### config.mk
export PLATFORM = sky130hd
export DESIGN_NAME = fpn_normround_pipe
export DESIGN_NICKNAME = d
export VERILOG_FILES = /design/src/rtl/fpn_normround_pipe.sv
export SDC_FILE = /design/constraint.sdc
export NUM_CORES = 1
export LEC_CHECK = 0
export CAP_MARGIN = 20
export CORE_UTILIZATION = 54
export CTS_BUF_LIST = sky130_fd_sc_hd__clkbuf_8 sky130_fd_sc_hd__clkbuf_16
export DETAILED_ROUTE_END_ITERATION = 8
export DONT_BUFFER_PORTS = 1
export PLACE_DENSITY_LB_ADDON = 0.1
export SYNTH_ARGS = -nofsm -noshare
export SYNTH_HDL_FRONTEND = slang
export SYNTH_SLANG_ARGS = --single-unit
### constraint.sdc
create_clock -name clk -period 23.5 [get_ports clk]
set_clock_uncertainty 0.1 [all_clocks]
set_input_delay 2.35 -clock clk [delete_from_list [all_inputs] [get_ports clk]]
set_output_delay 2.35 -clock clk [all_outputs]
set_load 0.02 [all_outputs]
### src/rtl/fpn_normround_pipe.sv
// fpn_normround_pipe: three-stage normalise/round/pack pipeline with valid/ready flow control.
module fpn_normround_pipe #(
  parameter int FPWID = 80,
  parameter int EMSB = 14,
  parameter int FMSB = 63,
  parameter int EXPLICIT_INT = 1,
  parameter int FX = (FMSB + 2) * 2
) (
  input  logic             clk,
  input  logic             rst_n,
  input  logic             i_valid,
  output logic             i_ready,
  input  logic             i_sign,
  input  logic [EMSB+1:0]  i_exp,
  input  logic [FX:0]      i_sig,
  input  logic             i_nan,
  input  logic [3:0]       i_nan_info,
  input  logic [2:0]       i_rm,
  output logic             o_valid,
  input  logic             o_ready,
  output logic [FPWID-1:0] o_res,
  output logic             o_inexact,
  output logic             o_overflow,
  output logic             o_underflow
);
  localparam int EW = EMSB + 3;
  localparam int LW = $clog2(FX + 1);
  localparam int MW = FMSB + 1 + (EXPLICIT_INT != 0 ? 0 : 1);
  localparam int LO = FX - MW;
  localparam logic [EMSB:0] ETOP = '1;
  localparam logic [EMSB:0] EBIG = ETOP - 1'b1;
  localparam logic [EW-1:0] EMAX = EW'(ETOP);
  typedef struct packed {
    logic       sign;
    logic       nan;
    logic [3:0] info;
    logic [2:0] rm;
  } ctl_t;
  logic v1, v2, v3, adv1, adv2, adv3;
  ctl_t c1, c2;
  logic [FX-1:0] sig0, sig1, sig2, sig2n;
  logic [EW-1:0] exp0, exp1, exp2, exp2n, lim, sh, ex, ex3;
  logic stk0, stk1, stk2;
  logic [LW-1:0] lz0, lz1;
  logic g, st, up, rne, toinf, ovf;
  logic [MW:0] rnd;
  logic [MW-1:0] man;
  logic [FMSB:0] inf_sig, nan_sig;
  logic [FPWID-1:0] res_n;
  logic inex_n, ovf_n, unf_n;
  assign adv3 = !v3 || o_ready;
  assign adv2 = !v2 || adv3;
  assign adv1 = !v1 || adv2;
  assign i_ready = adv1;
  assign o_valid = v3;
  // carry fold and leading-zero count
  always_comb begin
    sig0 = i_sig[FX] ? i_sig[FX:1] : i_sig[FX-1:0];
    exp0 = EW'(i_exp) + EW'(i_sig[FX]);
    stk0 = i_sig[FX] & i_sig[0];
    lz0 = LW'(FX);
    for (int i = 0; i < FX; i++) lz0 = sig0[i] ? LW'(FX - 1 - i) : lz0;
  end
  // shift never takes the exponent below 1, leaving a denormal when the lead bit stays clear
  always_comb begin
    lim = exp1 == '0 ? '0 : exp1 - EW'(1);
    sh = EW'(lz1) < lim ? EW'(lz1) : lim;
    sig2n = sig1 << sh;
    exp2n = sig2n[FX-1] ? exp1 - sh : '0;
  end
  always_comb begin
    rne = c2.rm == 3'd0 || c2.rm > 3'd4;
    g = sig2[LO-1];
    st = |sig2[LO-2:0] | stk2;
    up = rne ? g & (st | sig2[LO]) : c2.rm == 3'd4 ? g : c2.rm == 3'd3 ? (g | st) & ~c2.sign : c2.rm == 3'd2 ? (g | st) & c2.sign : 1'b0;
    rnd = {1'b0, sig2[FX-1:LO]} + (MW+1)'(up);
    man = rnd[MW] ? rnd[MW:1] : rnd[MW-1:0];
    ex = exp2 + EW'(rnd[MW]);
    ex3 = (ex == '0 && man[MW-1]) ? EW'(1) : ex;
    ovf = ex3 >= EMAX;
    toinf = rne || c2.rm == 3'd4 || (c2.rm == 3'd3 && !c2.sign) || (c2.rm == 3'd2 && c2.sign);
    inf_sig = '0;
    inf_sig[FMSB] = EXPLICIT_INT != 0;
    nan_sig = '0;
    nan_sig[FMSB] = 1'b1;
    nan_sig[FMSB-1] = EXPLICIT_INT != 0;
    nan_sig[3:0] = c2.info;
    res_n = c2.nan ? {c2.sign, ETOP, nan_sig}
          : ovf ? {c2.sign, toinf ? ETOP : EBIG, toinf ? inf_sig : {(FMSB+1){1'b1}}}
          : {c2.sign, ex3[EMSB:0], man[FMSB:0]};
    inex_n = !c2.nan && (ovf || g || st);
    ovf_n = !c2.nan && ovf;
    unf_n = !c2.nan && !ovf && ex3 == '0 && (g || st);
  end
  always_ff @(posedge clk or negedge rst_n) begin
    if (!rst_n) begin
      v1 <= 1'b0;
      v2 <= 1'b0;
      v3 <= 1'b0;
      o_res <= '0;
      o_inexact <= 1'b0;
      o_overflow <= 1'b0;
      o_underflow <= 1'b0;
    end else begin
      if (adv1) v1 <= i_valid;
      if (adv2) v2 <= v1;
      if (adv3) v3 <= v2;
      if (adv3 && v2) begin
        o_res <= res_n;
        o_inexact <= inex_n;
        o_overflow <= ovf_n;
        o_underflow <= unf_n;
      end
    end
  end
  always_ff @(posedge clk) begin
    if (adv1 && i_valid) begin
      sig1 <= sig0;
      exp1 <= exp0;
      stk1 <= stk0;
      lz1 <= lz0;
      c1 <= {i_sign, i_nan, i_nan_info, i_rm};
    end
    if (adv2 && v1) begin
      sig2 <= sig2n;
      exp2 <= exp2n;
      stk2 <= stk1;
      c2 <= c1;
    end
  end
endmodule

==> run_summary.xml, run 1 <==
<?xml version="1.0" encoding="UTF-8"?>
<metrics>
  <group name="floorplan">
    <metric name="num_io_pins" unit="">245</metric>
    <metric name="floorplan.die.width" unit="µm">234</metric>
    <metric name="die-height" unit="µm">234</metric>
    <metric name="placement_rows" unit="">84</metric>
    <metric name="initial_core_utilization" unit="%">55.0</metric>
    <metric name="core" unit="µm²">52900</metric>
    <metric name="die_area" unit="µm²">54800</metric>
  </group>
  <group name="drt">
    <metric name="drt.antenna.violating_nets" unit="">0</metric>
    <metric name="post_drt_wl_per_cell" unit="µm">27.4</metric>
    <metric name="detailroute.via_count" unit="">23224</metric>
    <metric name="drtPass1Iterations" unit="">8</metric>
    <metric name="route.final.wire_length" unit="µm">96700</metric>
    <metric name="detail_route.drc_violations" unit="">30</metric>
    <metric name="detail_route.vias_per_cell" unit="">6.57</metric>
    <metric name="drtIter0Drc" unit="">2057</metric>
  </group>
  <group name="global_routing">
    <metric name="grt_pass1_wl" unit="µm">141000</metric>
    <metric name="grt_max_degree" unit="">166</metric>
    <metric name="global_route.overflow_total" unit="">0</metric>
    <metric name="grt_pass1_vias" unit="">21988</metric>
    <metric name="grt_antenna_before_repair" unit="">1</metric>
    <metric name="groute.usage.overall" unit="%">34.7</metric>
  </group>
  <group name="finish">
    <metric name="nFillCells" unit="">4411</metric>
    <metric name="seq_area" unit="µm²">11800</metric>
    <metric name="design.final.nets" unit="">3002</metric>
    <metric name="area_used_by_multi_input_combinational_logic" unit="µm²">16200</metric>
    <metric name="final_layout_size_suffix_gt1_share" unit="%">12.3</metric>
    <metric name="syn_to_final_growth" unit="%">6.85</metric>
  </group>
  <group name="power_and_ir_drop">
    <metric name="power_leakage" unit="nW">11.7</metric>
    <metric name="cell_internal_pwr" unit="mW">1.52</metric>
    <metric name="comb_pwr_share" unit="%">27.3</metric>
    <metric name="p_per_area" unit="nW/µm²">74.7</metric>
    <metric name="vdd.ir_drop.worst" unit="V">0.0000519</metric>
    <metric name="power_switching_share" unit="%">34.7</metric>
    <metric name="pwr-share-clk" unit="%">29.9</metric>
    <metric name="power.sequential.fraction" unit="%">42.9</metric>
    <metric name="power.net_switching" unit="µW">805</metric>
    <metric name="fin_total_pwr" unit="mW">2.32</metric>
  </group>
  <group name="sta">
    <metric name="period_minus_slack" unit="ps">8790</metric>
    <metric name="report.final.slew_viol_count" unit="">0</metric>
    <metric name="tns" unit="ps">0</metric>
    <metric name="max_clock_freq" unit="MHz">114</metric>
    <metric name="rsz0062_at_grt" unit="">no</metric>
    <metric name="hold_viol_final" unit="">0</metric>
    <metric name="slew_margin_rel" unit="%">28.3</metric>
    <metric name="finalSetupViolations" unit="">0</metric>
    <metric name="tightestPinTransition" unit="ps">1080</metric>
    <metric name="share_of_the_clock_period_used_by_the_worst_path" unit="%">37.4</metric>
    <metric name="worst_hold_margin" unit="ps">324</metric>
  </group>
  <group name="worst_hold_path">
    <metric name="hold_path_startpoint" unit="">c1[8]$_DFFE_PP_</metric>
    <metric name="timing.hold.worst.class" unit="">register to register</metric>
  </group>
  <group name="synthesis">
    <metric name="synth.yosys.seq_area_share" unit="%">40.7</metric>
    <metric name="asyncSetResetFlopFracSynth" unit="%">21.1</metric>
    <metric name="total_number_of_yosys_warnings" unit="">0</metric>
    <metric name="post-synth-top-count-cell" unit="">mux2i_1</metric>
    <metric name="ys_types" unit="">80</metric>
    <metric name="synth_edf_count" unit="">322</metric>
    <metric name="synthesis.instances" unit="">2882</metric>
    <metric name="dominantRegCellSynth" unit="">edfxtp_1</metric>
    <metric name="postSynthRegisterBits" unit="">408</metric>
    <metric name="most_area_consuming_cells_after_synthesis" unit="">edfxtp_1 33%, mux2i_1 17%, mux2_2 7.7%</metric>
    <metric name="largest_area_contributor_in_the_synthesized_netlist" unit="">edfxtp_1</metric>
    <metric name="synth.cells.most_frequent" unit="">485 x mux2i_1, 322 x edfxtp_1, 271 x nor2_1, 244 x nand2_1, 198 x mux2_2</metric>
    <metric name="synthesis.area_per_instance" unit="µm²">10.1</metric>
    <metric name="synth_top_cell_area_share" unit="%">33.3</metric>
    <metric name="syn-cell-area" unit="µm²">29100</metric>
  </group>
  <group name="critical_path">
    <metric name="timing.rr.start" unit="">exp1[6]$_DFFE_PP_</metric>
    <metric name="r2r_end" unit="">exp2[16]$_SDFFCE_PN0P_</metric>
    <metric name="crit_path_end" unit="">exp2[16]$_SDFFCE_PN0P_</metric>
    <metric name="timing.reg2reg.setup_slack" unit="ps">14710</metric>
    <metric name="crit_start" unit="">exp1[6]$_DFFE_PP_</metric>
    <metric name="cp_data_arrival_time" unit="ps">9000</metric>
    <metric name="critical-path-max-stage-delay" unit="ps">750</metric>
    <metric name="critical_path.max_fanout" unit="">68</metric>
    <metric name="cell_count_of_the_worst_reg_to_reg_path" unit="">28</metric>
    <metric name="slowest_stage" unit="">a41oi_1</metric>
    <metric name="crit_path_frequent_cell" unit="">o21ai_0</metric>
    <metric name="critPathLaunchType" unit="">register</metric>
    <metric name="end_kind" unit="">register</metric>
    <metric name="critical_path_required" unit="ps">23700</metric>
    <metric name="criticalPathCategory" unit="">register to register</metric>
  </group>
  <group name="status">
    <metric name="run_status" unit="">complete, but fails checks</metric>
    <metric name="violated_checks" unit="">design-rule violations</metric>
  </group>
  <group name="clock_tree">
    <metric name="cts_clock_pin_slew_for_the_worst_setup_and_hold_paths" unit="ps">60</metric>
    <metric name="clk_root_buffer_cell" unit="">clkbuf_16</metric>
    <metric name="cts_setup_buffers" unit="">0</metric>
    <metric name="clk_path_buf_depth" unit="">3</metric>
    <metric name="cts_hold_buffers" unit="">0</metric>
    <metric name="cts.repair.resized" unit="">0</metric>
    <metric name="cts.sinks" unit="">408</metric>
    <metric name="cts_buffers" unit="">44</metric>
    <metric name="insertion_delay" unit="ps">610</metric>
    <metric name="clock_tree.htree_level_count" unit="">2</metric>
    <metric name="clock_tree_from_tritoncts" unit="">yes</metric>
  </group>
  <group name="place">
    <metric name="port_buffers" unit="">0</metric>
    <metric name="detailed_place_hpwl" unit="µm">76100</metric>
    <metric name="place.gp.congestion" unit="">1.04</metric>
  </group>
  <group name="flow_run">
    <metric name="max_cap_viol_count" unit="">0</metric>
  </group>
</metrics>
cell families after synthesis:
logic type	share of synthesized area (%)
other	0.0129
muxes	24.4
and+or+nand+nor	13.7
buffers and inverters	3.84
adders and majority gates	1.45
AOI/OAI and AO/OA	13.0
DFF	40.7
xor gates and xnor gates	2.98
layout make-up:
cell class                 instances  area share [%]
clock buffer                      47            3.71
tap                              688            2.77
inverter                          90            1.10
multi-input combinational       2226            52.3
antenna                            1         0.00806
timing repair buffer              39           0.991
sequential                       408            38.1
clock inverter                    35            1.04
metrics by stage:
| stage | cell area [µm²] | utilization, % | setup WS [ps] | instances |
|---|---|---|---|---|
| finish | 31100 | 58.8 | 14710 | 3534 |
| global route | 31100 | 58.7 | 14170 | 3533 |
| CTS | 31000 | 58.7 | 14500 | 3530 |
| detailed placement | 29500 | 55.9 | 14550 | 3448 |
| global placement | 29500 | 55.9 | 14710 | 3448 |
| floorplan | 29100 | - | 16030 | 2889 |
worst min path at each step:
stage                                  to  slack [ps]  depth (start not counted)
final                     c2[8]$_DFFE_PP_         320                          0
after global routing      c2[7]$_DFFE_PP_         340                          0
after CTS                 c2[8]$_DFFE_PP_         320                          0
after detailed placement  c2[7]$_DFFE_PP_         310                          0
after global placement    c2[4]$_DFFE_PP_         300                          0
after floorplan           c2[0]$_DFFE_PP_         300                          0
sequential cells by signal, indices dropped and copies added (netlist names):
| name | count |
|---|---|
| exp2 | 17 |
| v2 | 1 |
| c1 | 9 |
| c2 | 9 |
| sig1 | 130 |
| o_underflow | 1 |
| o_overflow | 1 |
| exp1 | 17 |
| sig2 | 130 |
| o_res | 80 |
| v1 | 1 |
| stk2 | 1 |
| o_valid | 1 |
| lz1 | 8 |
| o_inexact | 1 |
| stk1 | 1 |
critical path, delay by kind of cell, from the launching register on:
kind                     cells  cell delay, ps
multiplexers                 1             190
AO/OA/AOI/OAI               12            3070
flip-flops                   1             500
buffers and inverters        2            1170
adder cells (fa/ha/maj)      2             680
AND/OR/NAND/NOR             11            2790
layer usage:
| layer | up-vias | global-route usage [%] | share of wire (%) |
|---|---|---|---|
| met4 | 0 | 15.2 | 4.8 |
| met1 | 11281 | 46.3 | 43 |
| li1 | 10723 | - | - |
| met2 | 1018 | 56.1 | 46 |
| met3 | 202 | 4.90 | 6.2 |
| met5 | - | 0 | 0 |
power groups by stage:
stage	Combinational, mW	Clock, mW	Sequential [mW]
3_3_place_gp	0.608	0	1.01
4_1_cts	0.614	0.701	0.995
6_report	0.633	0.694	0.995
3_5_place_dp	0.610	0	1.01
2_1_floorplan	0.427	0	0.984
5_1_grt	0.666	0.729	1.01
placed cells by master (no fill, tap or decap), types with 17 or more instances in the layout:
cell type / n
nand4_1: 33
or2_2: 19
mux2i_1: 485
nand2b_1: 21
edfxtp_1: 322
nor2_1: 267
buf_4: 36
inv_1: 96
dfrtp_1: 86
nor3_1: 61
ha_1: 32
a22oi_1: 34
nor4_1: 43
xnor2_1: 49
o21ai_0: 120
nand3_1: 66
xor2_1: 50
nand2_1: 243
a21oi_1: 92
a211oi_1: 27
o22ai_1: 18
o211ai_1: 33
clkbuf_16: 45
mux2_2: 198
a31oi_1: 21
a22o_1: 63
nor2b_1: 17
No activity file was read; power rests on OpenSTA's default activity.
==> inputs of run 2 (changes only) <==
- clock period: 23.5 -> 7.3 ns (I/O delays scaled with it)
==> run_summary.xml, run 2 (same netlist as run 1, synthesis figures left out) <==
<?xml version="1.0" encoding="UTF-8"?>
<metrics>
  <group name="status">
    <metric name="run_status" unit="">complete, but fails checks</metric>
    <metric name="violated_checks" unit="">design-rule violations</metric>
  </group>
  <group name="place">
    <metric name="dp_worst_setup_slack" unit="ps">65.2</metric>
    <metric name="port_buffers" unit="">0</metric>
    <metric name="detailed_place_hpwl" unit="µm">73900</metric>
    <metric name="place.gp.congestion" unit="">1.12</metric>
    <metric name="placed_cells" unit="">3485</metric>
    <metric name="placement.cell_area" unit="µm²">29900</metric>
  </group>
  <group name="worst_hold_path">
    <metric name="depth_of_the_worst_hold_timing_path" unit="">0</metric>
    <metric name="min_to" unit="">c1[1]$_DFFE_PP_</metric>
    <metric name="timing.hold.worst.class" unit="">primary input to register</metric>
    <metric name="hold_path_startpoint" unit="">i_rm[1]</metric>
  </group>
  <group name="clock_tree">
    <metric name="clk_path_buf_depth" unit="">3</metric>
    <metric name="insertion_delay" unit="ps">610</metric>
    <metric name="clk_root_buffer_cell" unit="">clkbuf_16</metric>
    <metric name="clock_tree_from_tritoncts" unit="">yes</metric>
    <metric name="cts.sinks" unit="">408</metric>
    <metric name="cts_clock_pin_slew_for_the_worst_setup_and_hold_paths" unit="ps">60</metric>
    <metric name="clock_tree.htree_level_count" unit="">2</metric>
    <metric name="cts_buffers" unit="">44</metric>
  </group>
  <group name="sta">
    <metric name="rsz0062_at_grt" unit="">no</metric>
    <metric name="finalSetupViolations" unit="">0</metric>
    <metric name="period_minus_slack" unit="ps">7020</metric>
    <metric name="tns" unit="ps">0</metric>
    <metric name="hold_viol_final" unit="">0</metric>
    <metric name="slew_margin_rel" unit="%">22.3</metric>
    <metric name="max_clock_freq" unit="MHz">142</metric>
    <metric name="worst_hold_margin" unit="ps">124</metric>
    <metric name="tightestPinTransition" unit="ps">1160</metric>
    <metric name="post-route-worst-setup-slack" unit="ps">279</metric>
    <metric name="share_of_the_clock_period_used_by_the_worst_path" unit="%">96.2</metric>
    <metric name="report.final.slew_viol_count" unit="">0</metric>
  </group>
  <group name="finish">
    <metric name="mostFrequentLayoutCells" unit="">485 x mux2i_1, 322 x edfxtp_1, 266 x nor2_1</metric>
    <metric name="design.final.nets" unit="">3040</metric>
    <metric name="finish.utilization" unit="%">59.4</metric>
    <metric name="final_layout_size_suffix_gt1_share" unit="%">13.7</metric>
    <metric name="registers_with_the_most_flip_flops" unit="">sig1 (130), sig2 (130), o_res (80)</metric>
    <metric name="mostFrequentLayoutCell" unit="">mux2i_1</metric>
    <metric name="layout.cells.non_filler" unit="">3571</metric>
    <metric name="finish.instance_area" unit="µm²">31400</metric>
    <metric name="syn_to_final_growth" unit="%">8.05</metric>
  </group>
  <group name="drt">
    <metric name="route.final.wire_length" unit="µm">94100</metric>
    <metric name="detail_route.drc_violations" unit="">36</metric>
    <metric name="detailroute.via_count" unit="">23254</metric>
    <metric name="drtIter0Drc" unit="">2208</metric>
    <metric name="drt.antenna.violating_nets" unit="">0</metric>
    <metric name="detail_route.vias_per_cell" unit="">6.51</metric>
    <metric name="drtPass1Iterations" unit="">8</metric>
    <metric name="post_drt_wl_per_cell" unit="µm">26.3</metric>
  </group>
  <group name="floorplan">
    <metric name="floorplan.die.width" unit="µm">234</metric>
    <metric name="die_area" unit="µm²">54800</metric>
    <metric name="core" unit="µm²">52900</metric>
    <metric name="num_io_pins" unit="">245</metric>
    <metric name="die-height" unit="µm">234</metric>
    <metric name="initial_core_utilization" unit="%">55.0</metric>
    <metric name="placement_rows" unit="">84</metric>
  </group>
  <group name="critical_path">
    <metric name="crit_path_frequent_cell" unit="">mux2i_1</metric>
    <metric name="critPathLaunchType" unit="">register</metric>
    <metric name="critical-path-max-stage-delay" unit="ps">630</metric>
    <metric name="r2r_end" unit="">sig2[77]$_SDFFCE_PP0P_</metric>
    <metric name="cp_data_arrival_time" unit="ps">7160</metric>
    <metric name="slowest_stage" unit="">or4_1</metric>
    <metric name="timing.reg2reg.setup_slack" unit="ps">280</metric>
    <metric name="criticalPathCategory" unit="">register to register</metric>
    <metric name="timing.rr.start" unit="">exp1[6]$_DFFE_PP_</metric>
    <metric name="critical_path_required" unit="ps">7440</metric>
    <metric name="critical_path.max_fanout" unit="">40</metric>
    <metric name="chain_of_cells_forming_the_critical_path" unit="">or4_1 &gt; nor3_1 &gt; nand2_1 &gt; or4_1 &gt; nand2_1 &gt; ha_1 &gt; nor3_2 &gt; nor2_1 &gt; o22ai_1 &gt; a21boi_1 &gt; o21bai_1 &gt; nor3_4 &gt; buf_12 &gt; buf_12 &gt; mux2i_1 &gt; mux2i_1 &gt; mux2_2 &gt; mux2i_1 &gt; mux2i_1 &gt; a22oi_1 &gt; o21ai_0</metric>
    <metric name="end_kind" unit="">register</metric>
    <metric name="cell_count_of_the_worst_reg_to_reg_path" unit="">21</metric>
  </group>
  <group name="global_routing">
    <metric name="grt_pass1_vias" unit="">22041</metric>
    <metric name="groute.usage.overall" unit="%">33.8</metric>
    <metric name="grt_pass1_wl" unit="µm">139000</metric>
    <metric name="global_route.overflow_total" unit="">0</metric>
    <metric name="grt_antenna_before_repair" unit="">2</metric>
    <metric name="grt_max_degree" unit="">166</metric>
  </group>
  <group name="power_and_ir_drop">
    <metric name="power_leakage" unit="nW">11.9</metric>
    <metric name="vdd.ir_drop.worst" unit="V">0.000184</metric>
    <metric name="p_per_area" unit="nW/µm²">236</metric>
    <metric name="fin_total_pwr" unit="mW">7.43</metric>
  </group>
  <group name="flow_run">
    <metric name="max_cap_viol_count" unit="">0</metric>
  </group>
</metrics>
run 2: cell types whose count changed in the layout (fill, tap and decap cells not counted), moves of 3 or more:
cell | previous run | this run
buf_4 | 36 | 68
buf_12 | 0 | 6
inv_1 | 96 | 92
bufinv_16 | 4 | 1
run 2: worst max-delay path by stage:
| stage | from | end | slack (ps) | depth (start not counted) |
|---|---|---|---|---|
| 2_1_floorplan | exp1[0]$_DFFE_PP_ | exp2[15]$_SDFFCE_PN0P_ | 100 | 32 |
| 3_3_place_gp | exp1[0]$_DFFE_PP_ | sig2[61]$_SDFFCE_PP0P_ | 60 | 20 |
| 3_5_place_dp | exp1[0]$_DFFE_PP_ | sig2[61]$_SDFFCE_PP0P_ | 70 | 20 |
| 4_1_cts | exp1[0]$_DFFE_PP_ | exp2[16]$_SDFFCE_PN0P_ | 20 | 28 |
| 5_1_grt | exp1[6]$_DFFE_PP_ | sig2[77]$_SDFFCE_PP0P_ | 10 | 21 |
| 6_report | exp1[6]$_DFFE_PP_ | sig2[77]$_SDFFCE_PP0P_ | 280 | 21 |
run 2: what timing repair did:
action                                 in CTS  in global routing
hold buffers                                2                  0
buffers inserted                            0                  2
setup endpoints to repair                   1                100
resized for setup                           1                 12
endpoints found under the hold margin      86                  0
run 2: layer usage:
metal	part of all wire [%]	routed length [µm]	GRT usage, %
met5	0.029	27	0
met4	5.2	4870	16.1
met3	6.9	6500	5.63
met2	45	42300	53.0
met1	43	40300	45.4
run 2: layout make-up:
cell class,instances,area (µm²)
fill,4485,21500
inverter,90,340
antenna,1,2.50
clock inverter,34,233
tap,688,861
timing repair buffer,77,696
sequential,408,11800
multi-input combinational,2226,16300
clock buffer,47,1150
run 2: power by group:
group	total, mW	leakage, nW	switching (mW)	internal [mW]
Sequential	3.20	4.23	0.337	2.86
Clock	2.16	0.708	0.969	1.19
Combinational	2.07	6.97	1.30	0.767
Total	7.43	11.9	2.61	4.82
run 2: critical path: cells and delay by family (launching register included):
family | cells | cell delay (ps)
and+or+nand+nor | 8 | 2320
muxes | 5 | 1440
AOI/OAI and AO/OA | 5 | 1430
buffers and inverters | 2 | 570
DFF | 1 | 450
adders and majority gates | 1 | 250
